File: config.mk
export PLATFORM = sky130hd
export DESIGN_NAME = sequence_difference_decoder_flat
export DESIGN_NICKNAME = d
export VERILOG_FILES = /design/src/rtl/sequence_difference_decoder_if.sv /design/src/rtl/sequence_difference_decoder.sv /design/src/flat_wrapper.sv
export SDC_FILE = /design/constraint.sdc
export NUM_CORES = 1
export LEC_CHECK = 0
export ABC_AREA = 1
export ABC_CLOCK_PERIOD_IN_PS = 2550
export CAP_MARGIN = 20
export CORE_MARGIN = 2
export CORE_UTILIZATION = 50
export DETAILED_ROUTE_END_ITERATION = 7
export GPL_ROUTABILITY_DRIVEN = 0
export GPL_TIMING_DRIVEN = 0
export PLACE_DENSITY = 0.86
export SYNTH_ARGS = -nofsm -noshare
export SYNTH_HDL_FRONTEND = slang
export SYNTH_SLANG_ARGS = --single-unit
File: constraint.sdc
create_clock -name clk -period 2.55 [get_ports clk]
set_clock_uncertainty 0.2 [all_clocks]
set_input_delay 0.6375 -clock clk [delete_from_list [all_inputs] [get_ports clk]]
set_output_delay 0.6375 -clock clk [all_outputs]
set_load 0.05 [all_outputs]
File: src/rtl/sequence_difference_decoder_if.sv
`default_nettype none
// ============================================================================
//  Module      : sequence_difference_decoder_if
//  Description : Valid/ready bundle for the running-sum decoder: the sum
//                input channel and the decoded-sample output channel.
//  Revision    : 1.0 - initial release
// ============================================================================
interface sequence_difference_decoder_if #(
    parameter int WIDTH     = 8,
    parameter int CNT_WIDTH = 8
);
    logic [WIDTH-1:0]     sum_in;
    logic                 restart;
    logic                 in_valid;
    logic                 in_ready;
    logic [WIDTH-1:0]     data_out;
    logic                 wrap;
    logic                 out_valid;
    logic                 out_ready;
    logic [CNT_WIDTH-1:0] count;

    // Upstream source / downstream sink side of the bundle
    modport master (
        output sum_in, restart, in_valid, out_ready,
        input  in_ready, data_out, wrap, out_valid, count
    );

    // Decoder side of the bundle
    modport slave (
        input  sum_in, restart, in_valid, out_ready,
        output in_ready, data_out, wrap, out_valid, count
    );
endinterface
`default_nettype wire

File: src/rtl/sequence_difference_decoder.sv
`default_nettype none
// ============================================================================
//  Module      : sequence_difference_decoder
//  Description : Recovers original samples from a stream of accumulated sums
//                by subtracting the previously accepted sum. Flags borrow
//                (accumulator wrap) and keeps a saturating sample count.
//  Revision    : 1.0 - initial release
// ============================================================================
module sequence_difference_decoder #(
    parameter int WIDTH     = 8,
    parameter int CNT_WIDTH = 8
) (
    input  wire logic                     clk,
    input  wire logic                     reset,
    sequence_difference_decoder_if.slave  bus
);

    typedef enum logic [0:0] {
        EMPTY = 1'b0,
        FULL  = 1'b1
    } state_t;

    state_t               r_state;
    state_t               w_state_next;
    logic [WIDTH-1:0]     r_prev;
    logic [WIDTH-1:0]     r_data;
    logic                 r_wrap;
    logic [CNT_WIDTH-1:0] r_count;

    logic                 w_accept;
    logic [WIDTH-1:0]     w_base;
    logic [WIDTH:0]       w_diff;

    // The output slot can take a new sum when empty or when it is being drained
    assign bus.in_ready  = (r_state == EMPTY) || bus.out_ready;
    assign w_accept      = bus.in_valid && bus.in_ready;

    // A restart means the upstream accumulator was cleared, so decode against zero
    assign w_base        = bus.restart ? '0 : r_prev;
    // Extra MSB captures the borrow, which is exactly the wrap indication
    assign w_diff        = {1'b0, bus.sum_in} - {1'b0, w_base};

    assign bus.out_valid = (r_state == FULL);
    assign bus.data_out  = r_data;
    assign bus.wrap      = r_wrap;
    assign bus.count     = r_count;

    // State register
    always_ff @(posedge clk) begin
        if (!reset) begin
            r_state <= EMPTY;
        end else begin
            r_state <= w_state_next;
        end
    end

    // Next-state: fill on accept, drain only when consumed without a refill
    always_comb begin
        w_state_next = r_state;
        case (r_state)
            EMPTY: begin
                if (w_accept) begin
                    w_state_next = FULL;
                end
            end
            FULL: begin
                if (bus.out_ready && !w_accept) begin
                    w_state_next = EMPTY;
                end
            end
            default: w_state_next = EMPTY;
        endcase
    end

    // Datapath: decode, remember the sum and update the saturating count on accept
    always_ff @(posedge clk) begin
        if (!reset) begin
            r_prev  <= '0;
            r_data  <= '0;
            r_wrap  <= 1'b0;
            r_count <= '0;
        end else if (w_accept) begin
            r_prev <= bus.sum_in;
            r_data <= w_diff[WIDTH-1:0];
            r_wrap <= w_diff[WIDTH];
            if (bus.restart) begin
                r_count <= CNT_WIDTH'(1);
            end else if (r_count != {CNT_WIDTH{1'b1}}) begin
                r_count <= r_count + CNT_WIDTH'(1);
            end
        end
    end

endmodule
`default_nettype wire

File: src/flat_wrapper.sv
// flat-port wrapper written by rule: the top's interface ports become plain ports
module sequence_difference_decoder_flat 
#(
    parameter int WIDTH     = 8,
    parameter int CNT_WIDTH = 8
)
  (clk, reset, bus_sum_in, bus_restart, bus_in_valid, bus_out_ready, bus_in_ready, bus_data_out, bus_wrap, bus_out_valid, bus_count);
  sequence_difference_decoder_if #(.WIDTH(WIDTH), .CNT_WIDTH(CNT_WIDTH)) bus_i ();
  input  wire logic clk;
  input  wire logic reset;
  input wire logic [$bits(bus_i.sum_in)-1:0] bus_sum_in;
  input wire logic [$bits(bus_i.restart)-1:0] bus_restart;
  input wire logic [$bits(bus_i.in_valid)-1:0] bus_in_valid;
  input wire logic [$bits(bus_i.out_ready)-1:0] bus_out_ready;
  output wire logic [$bits(bus_i.in_ready)-1:0] bus_in_ready;
  output wire logic [$bits(bus_i.data_out)-1:0] bus_data_out;
  output wire logic [$bits(bus_i.wrap)-1:0] bus_wrap;
  output wire logic [$bits(bus_i.out_valid)-1:0] bus_out_valid;
  output wire logic [$bits(bus_i.count)-1:0] bus_count;
  assign bus_i.sum_in = bus_sum_in;
  assign bus_i.restart = bus_restart;
  assign bus_i.in_valid = bus_in_valid;
  assign bus_i.out_ready = bus_out_ready;
  assign bus_in_ready = bus_i.in_ready;
  assign bus_data_out = bus_i.data_out;
  assign bus_wrap = bus_i.wrap;
  assign bus_out_valid = bus_i.out_valid;
  assign bus_count = bus_i.count;
  sequence_difference_decoder #(.WIDTH(WIDTH), .CNT_WIDTH(CNT_WIDTH)) u_core (.clk(clk), .reset(reset), .bus(bus_i));
endmodule
-- After elaboration in Yosys (flattened, before gate mapping)
Index checks and enable logic that the tools add are counted.
W data, S select, Z words.
- flip-flop bits (word level): 26
- input bits: 13
- output and inout bits: 19
- $add $sub $neg: 2
- equality and inequality tests: 1
- muxes and demuxes: 6
- bitwise gates (word level): 1
- reductions and logical operators: 6
- operators by type and width (kind ; count):
    $mux W8 ; 3
    $sub A8 B8 Y9 ; 1
    $add A8 B1 Y8 const B ; 1
    $ne A8 B8 Y1 const B ; 1
    $logic_and A1 B1 Y1 ; 2
    $mux W1 ; 2
    $pmux W1 S2 ; 1
    $reduce_and A2 Y1 ; 1
    $reduce_bool A2 Y1 ; 1
    $logic_not A1 Y1 ; 1
    $logic_or A1 B1 Y1 ; 1
    $not A1 Y1 ; 1

-- Depth between registers and ports, before layout
- depth after elaboration: 7
- gate-level depth with buffers: 12

-- Least setup slack after synthesis
No wires, ideal clock.
- path kind: input-to-reg
- start point: in bus_sum_in[0]
- end point: reg u_core.r_data[4], in the netlist u_core.bus.data_out[4]
- setup time: 109 ps
- data arrival time: 1748 ps
- required time: 2241 ps
- setup slack: 493 ps
- stages on the path: 8
- buffers on the path: 0
- cell sequence: inv_1 -> ha_1 -> fa_1 -> o21ai_1 -> xor2_1 -> nand2_1 -> nand2_1 -> inv_1
- cells in the longest elaborated chain, start to end: 1
- RTL lines (what ; line ; text):
    from (decl) ; flat_wrapper.sv:11 ; input wire logic [$bits(bus_i.sum_in)-1:0] bus_sum_in;
    $sub A8 B8 Y9 ; sequence_difference_decoder.sv:41 ; assign w_diff = {1'b0, bus.sum_in} - {1'b0, w_base};
    to (signal assigned) ; sequence_difference_decoder.sv:84 ; r_data <= w_diff[WIDTH-1:0];
    to (decl) ; sequence_difference_decoder.sv:26 ; logic [WIDTH-1:0] r_data;
No other way between the ends.
A chain may end at the register's enable or synchronous reset.

-- Worst setup path in the final report
- start point: in bus_out_ready
- end point: out bus_in_ready
- cells in the longest elaborated chain, start to end: 1
- RTL lines (what ; line ; text):
    from (decl) ; flat_wrapper.sv:14 ; input wire logic [$bits(bus_i.out_ready)-1:0] bus_out_ready;
    $logic_or A1 B1 Y1 ; sequence_difference_decoder.sv:35 ; assign bus.in_ready = (r_state == EMPTY) || bus.out_ready;
    to (decl) ; flat_wrapper.sv:15 ; output wire logic [$bits(bus_i.in_ready)-1:0] bus_in_ready;
No other way between the ends.

==> impl_results.md <==
* Status: finished clean
* Met1 GRT Util at 22.8%
* Critical path launch point type: input pin
* Synth Area in XOR/XNOR at 1.70%
* Post-layout instance area at 1950 sq um
* Crit Path Max Fanout at 3
* Clk pin slew, worst setup/hold paths at 0.15 ns
* RSZ-0062 raised after global routing: false
* Setup Viol. Count Final at 0
* Critical Path Sink Type: output port
* Minimum clock period at 2.43 ns
* Initial DRC Count at 28
* Routing usage on met3 at 4.15%
* Syn Nets at 242
* Max-slew headroom at 66.5%
* Grt met2 use at 36.4%
* First-pass GRT wire length at 5390 um
* Number of top-level pins at 32
* # rows at 20
* Cell class contributing the biggest share of worst-path delay: buffers and inverters
* CTS tree: built
* TritonCTS buffer count at 3
* Die area at 3540 sq um
* Synth Area in Simple Gates at 31.6%
* Count of cell types in the netlist at 30
* WP data required at 1.71 ns
* Leak pwr at 0.876 nW
* Slew Viols, Final at 0
* Post-CTS setup buffer count at 0
* Root Buffer: clkbuf_4
* H-Tree Level Count at 1
* Avg Inst Size Synth at 7.04 sq um
* Synthesis-stage register bit count at 26
* Max stage delay on crit path at 0.47 ns
* Share of layout cells above drive strength 1 at 9.06%
* Vias in the first global route at 1297
* # clock sinks at 26
* Final core utilization at 64.8%
* Arrival @ worst endpoint at 1.60 ns
* VDD IR max at 0.482 mV
* Power density over the cells at 521 nW/um^2
* CP max-delay cell: clkdlybuf4s50_1
* HPWL after DPL at 2430 um
* Final-report hold violation count at 0
* Post-synthesis mux area share at 0%
* Fillers at 263
* Final ANT Viol Nets at 0
* All-layer global routing usage at 19.3%
* Reg2reg start: u_core.r_prev[0]$_SDFFE_PN0P_
* PnR Total Power at 1.01 mW
* Crit path from: bus_out_ready
* Die H at 59.5 um
* Deepest clock path buffer count at 2
* Most frequent cells in the layout: nand2_1 (45), nor2_1 (35), inv_1 (31), clkdlybuf4s50_1 (30), dfxtp_1 (26)
* Drt via density at 5.09
* FMAX at 411 MHz
* Least-Margin Pin Slew at 0.500 ns
* MaxCap Viol Count at 0
* Commonest non-fill, non-tap cell in the layout: nand2_1
* Syn-to-layout area delta at 26.3%
* Global route hottest layer: met2
* Die Wd at 59.5 um
* Via count at 1461
* Clock Latency Late Sink at 0.33 ns
* Sequential element share of the synthesized area at 33.8%
* Multi-input logic area at 828 sq um
* DRC violations left at 0
* Core area at 3000 sq um
* Largest family of logic cells by synthesized area: simple AND/OR/NAND/NOR gates
* Worst Hold Class: register to register
* Netlist Area Pre-Place at 1540 sq um
* Diode count at 0
* Critical path buffer and inverter count at 3
* Drt pass-1 iters at 4
* FF/Latch Area at 520 sq um
* Final Net Count at 278
* Adder-cell share of the synthesized area at 8.60%
* Crit share post-route at 95.4%
* Drt wl/cell at 10.9 um
* Placed Area at 1890 sq um
* Synth warn at 0
* Worst Min Path Start: u_core.r_prev[0]$_SDFFE_PN0P_
* GR Overflow Total at 0
* Cell Chain, Critical Path: clkdlybuf4s50_1, inv_2, nand2_4, clkdlybuf4s15_2
* WL final at 3120 um
* Crit Path Class: input pin to output port
* Post-synthesis cell count at 219
* Starting density of the core at 51.3%
* Largest net degree at the start of global routing at 16
* Initial antenna violation count at 0
* IO buf count at 31
* Compound-Gate Fraction of Synth Area at 11.9%
[report_power, final]
| group | internal, mW | switching [mW] |
|---|---|---|
| registers | 0.432 | 0.0141 |
| logic | 0.111 | 0.171 |
| clock network | 0.159 | 0.126 |
[flip-flops by register name (all words and copies together), names as in the netlist]
signal,flops
u_core.bus.out_valid,1
u_core.r_prev,8
u_core.bus.count,8
u_core.bus.data_out,8
u_core.bus.wrap,1
[cell type report]
| class | count | area share (%) |
|---|---|---|
| Sequential cell | 26 | 26.7 |
| Inverter | 34 | 6.81 |
| Buffer | 5 | 3.08 |
| Timing Repair Buffer | 31 | 16.0 |
| Clock buffer | 3 | 1.16 |
| Multi-Input combinational cell | 154 | 42.5 |
| Tap cell | 33 | 2.12 |
| Clock inverter | 1 | 1.54 |
[timing repair]
action                                  CTS  global route
endpoints found under the setup margin    1             0
hold buffers                              0             0
gates resized for setup                   3             0
[per-layer routing]
| metal | wire [um] | vias to the layer above |
|---|---|---|
| met5 | 0 | - |
| met4 | 17 | 0 |
| met3 | 118 | 2 |
| met2 | 1570 | 32 |
| met1 | 1420 | 664 |
| li1 | - | 763 |
[through the flow]
| step | hold slack, ns | instances | setup slack (ns) | setup TNS (ns) |
|---|---|---|---|---|
| after floorplan | 0.230 | 219 | 0.493 | 0 |
| after global placement | 0.246 | 283 | -0.302 | -0.891 |
| after detailed placement | 0.247 | 283 | -0.327 | -0.988 |
| after CTS | 0.269 | 287 | 0.110 | 0 |
| after global routing | 0.306 | 287 | 0.00933 | 0 |
| final | 0.270 | 287 | 0.117 | 0 |
[worst register-to-register path: cells and delay by family (launching register included)]
| family | cells | cell delay (ns) |
|---|---|---|
| fa+ha+maj | 2 | 0.64 |
| compound gates | 1 | 0.23 |
| simple gates | 3 | 0.16 |
| flops | 1 | 0.33 |
| xor+xnor | 1 | 0.16 |
| buf+inv | 2 | 0.09 |
[logic make-up after synthesis]
group	Yosys count
AOI/OAI and AO/OA	34
DFF	26
xor gates and xnor gates	3
adders and majority gates	10
buffers and inverters	39
and+or+nand+nor	107
[cell usage after synthesis (all sizes together)]
cell type | number | area [sq um]
a211oi | 1 | 12.5
a21oi | 13 | 65.1
buf | 5 | 60.1
dfxtp | 26 | 521
fa | 1 | 20.0
ha | 9 | 113
inv | 34 | 133
nand2 | 50 | 215
nand3 | 11 | 67.6
nand3b | 1 | 7.51
nand4 | 3 | 18.8
nor2 | 39 | 161
nor3 | 2 | 10.0
o21a | 1 | 7.51
o21ai | 18 | 90.1
o21bai | 1 | 7.51
or2 | 1 | 6.26
xnor2 | 1 | 8.76
xor2 | 2 | 17.5
[path summary, 6_finish.rpt]
check | to | slack, ns | cells after the start
worst min register to register | u_core.r_prev[0]$_SDFFE_PN0P_ | 0.27 | 2
worst min-delay path | u_core.r_prev[0]$_SDFFE_PN0P_ | 0.27 | 2
worst max register to register | u_core.bus.data_out[4]$_SDFFE_PN0P_ | 0.64 | 9
worst max-delay path | bus_in_ready | 0.12 | 4
Power figures use the tool's default switching activity.
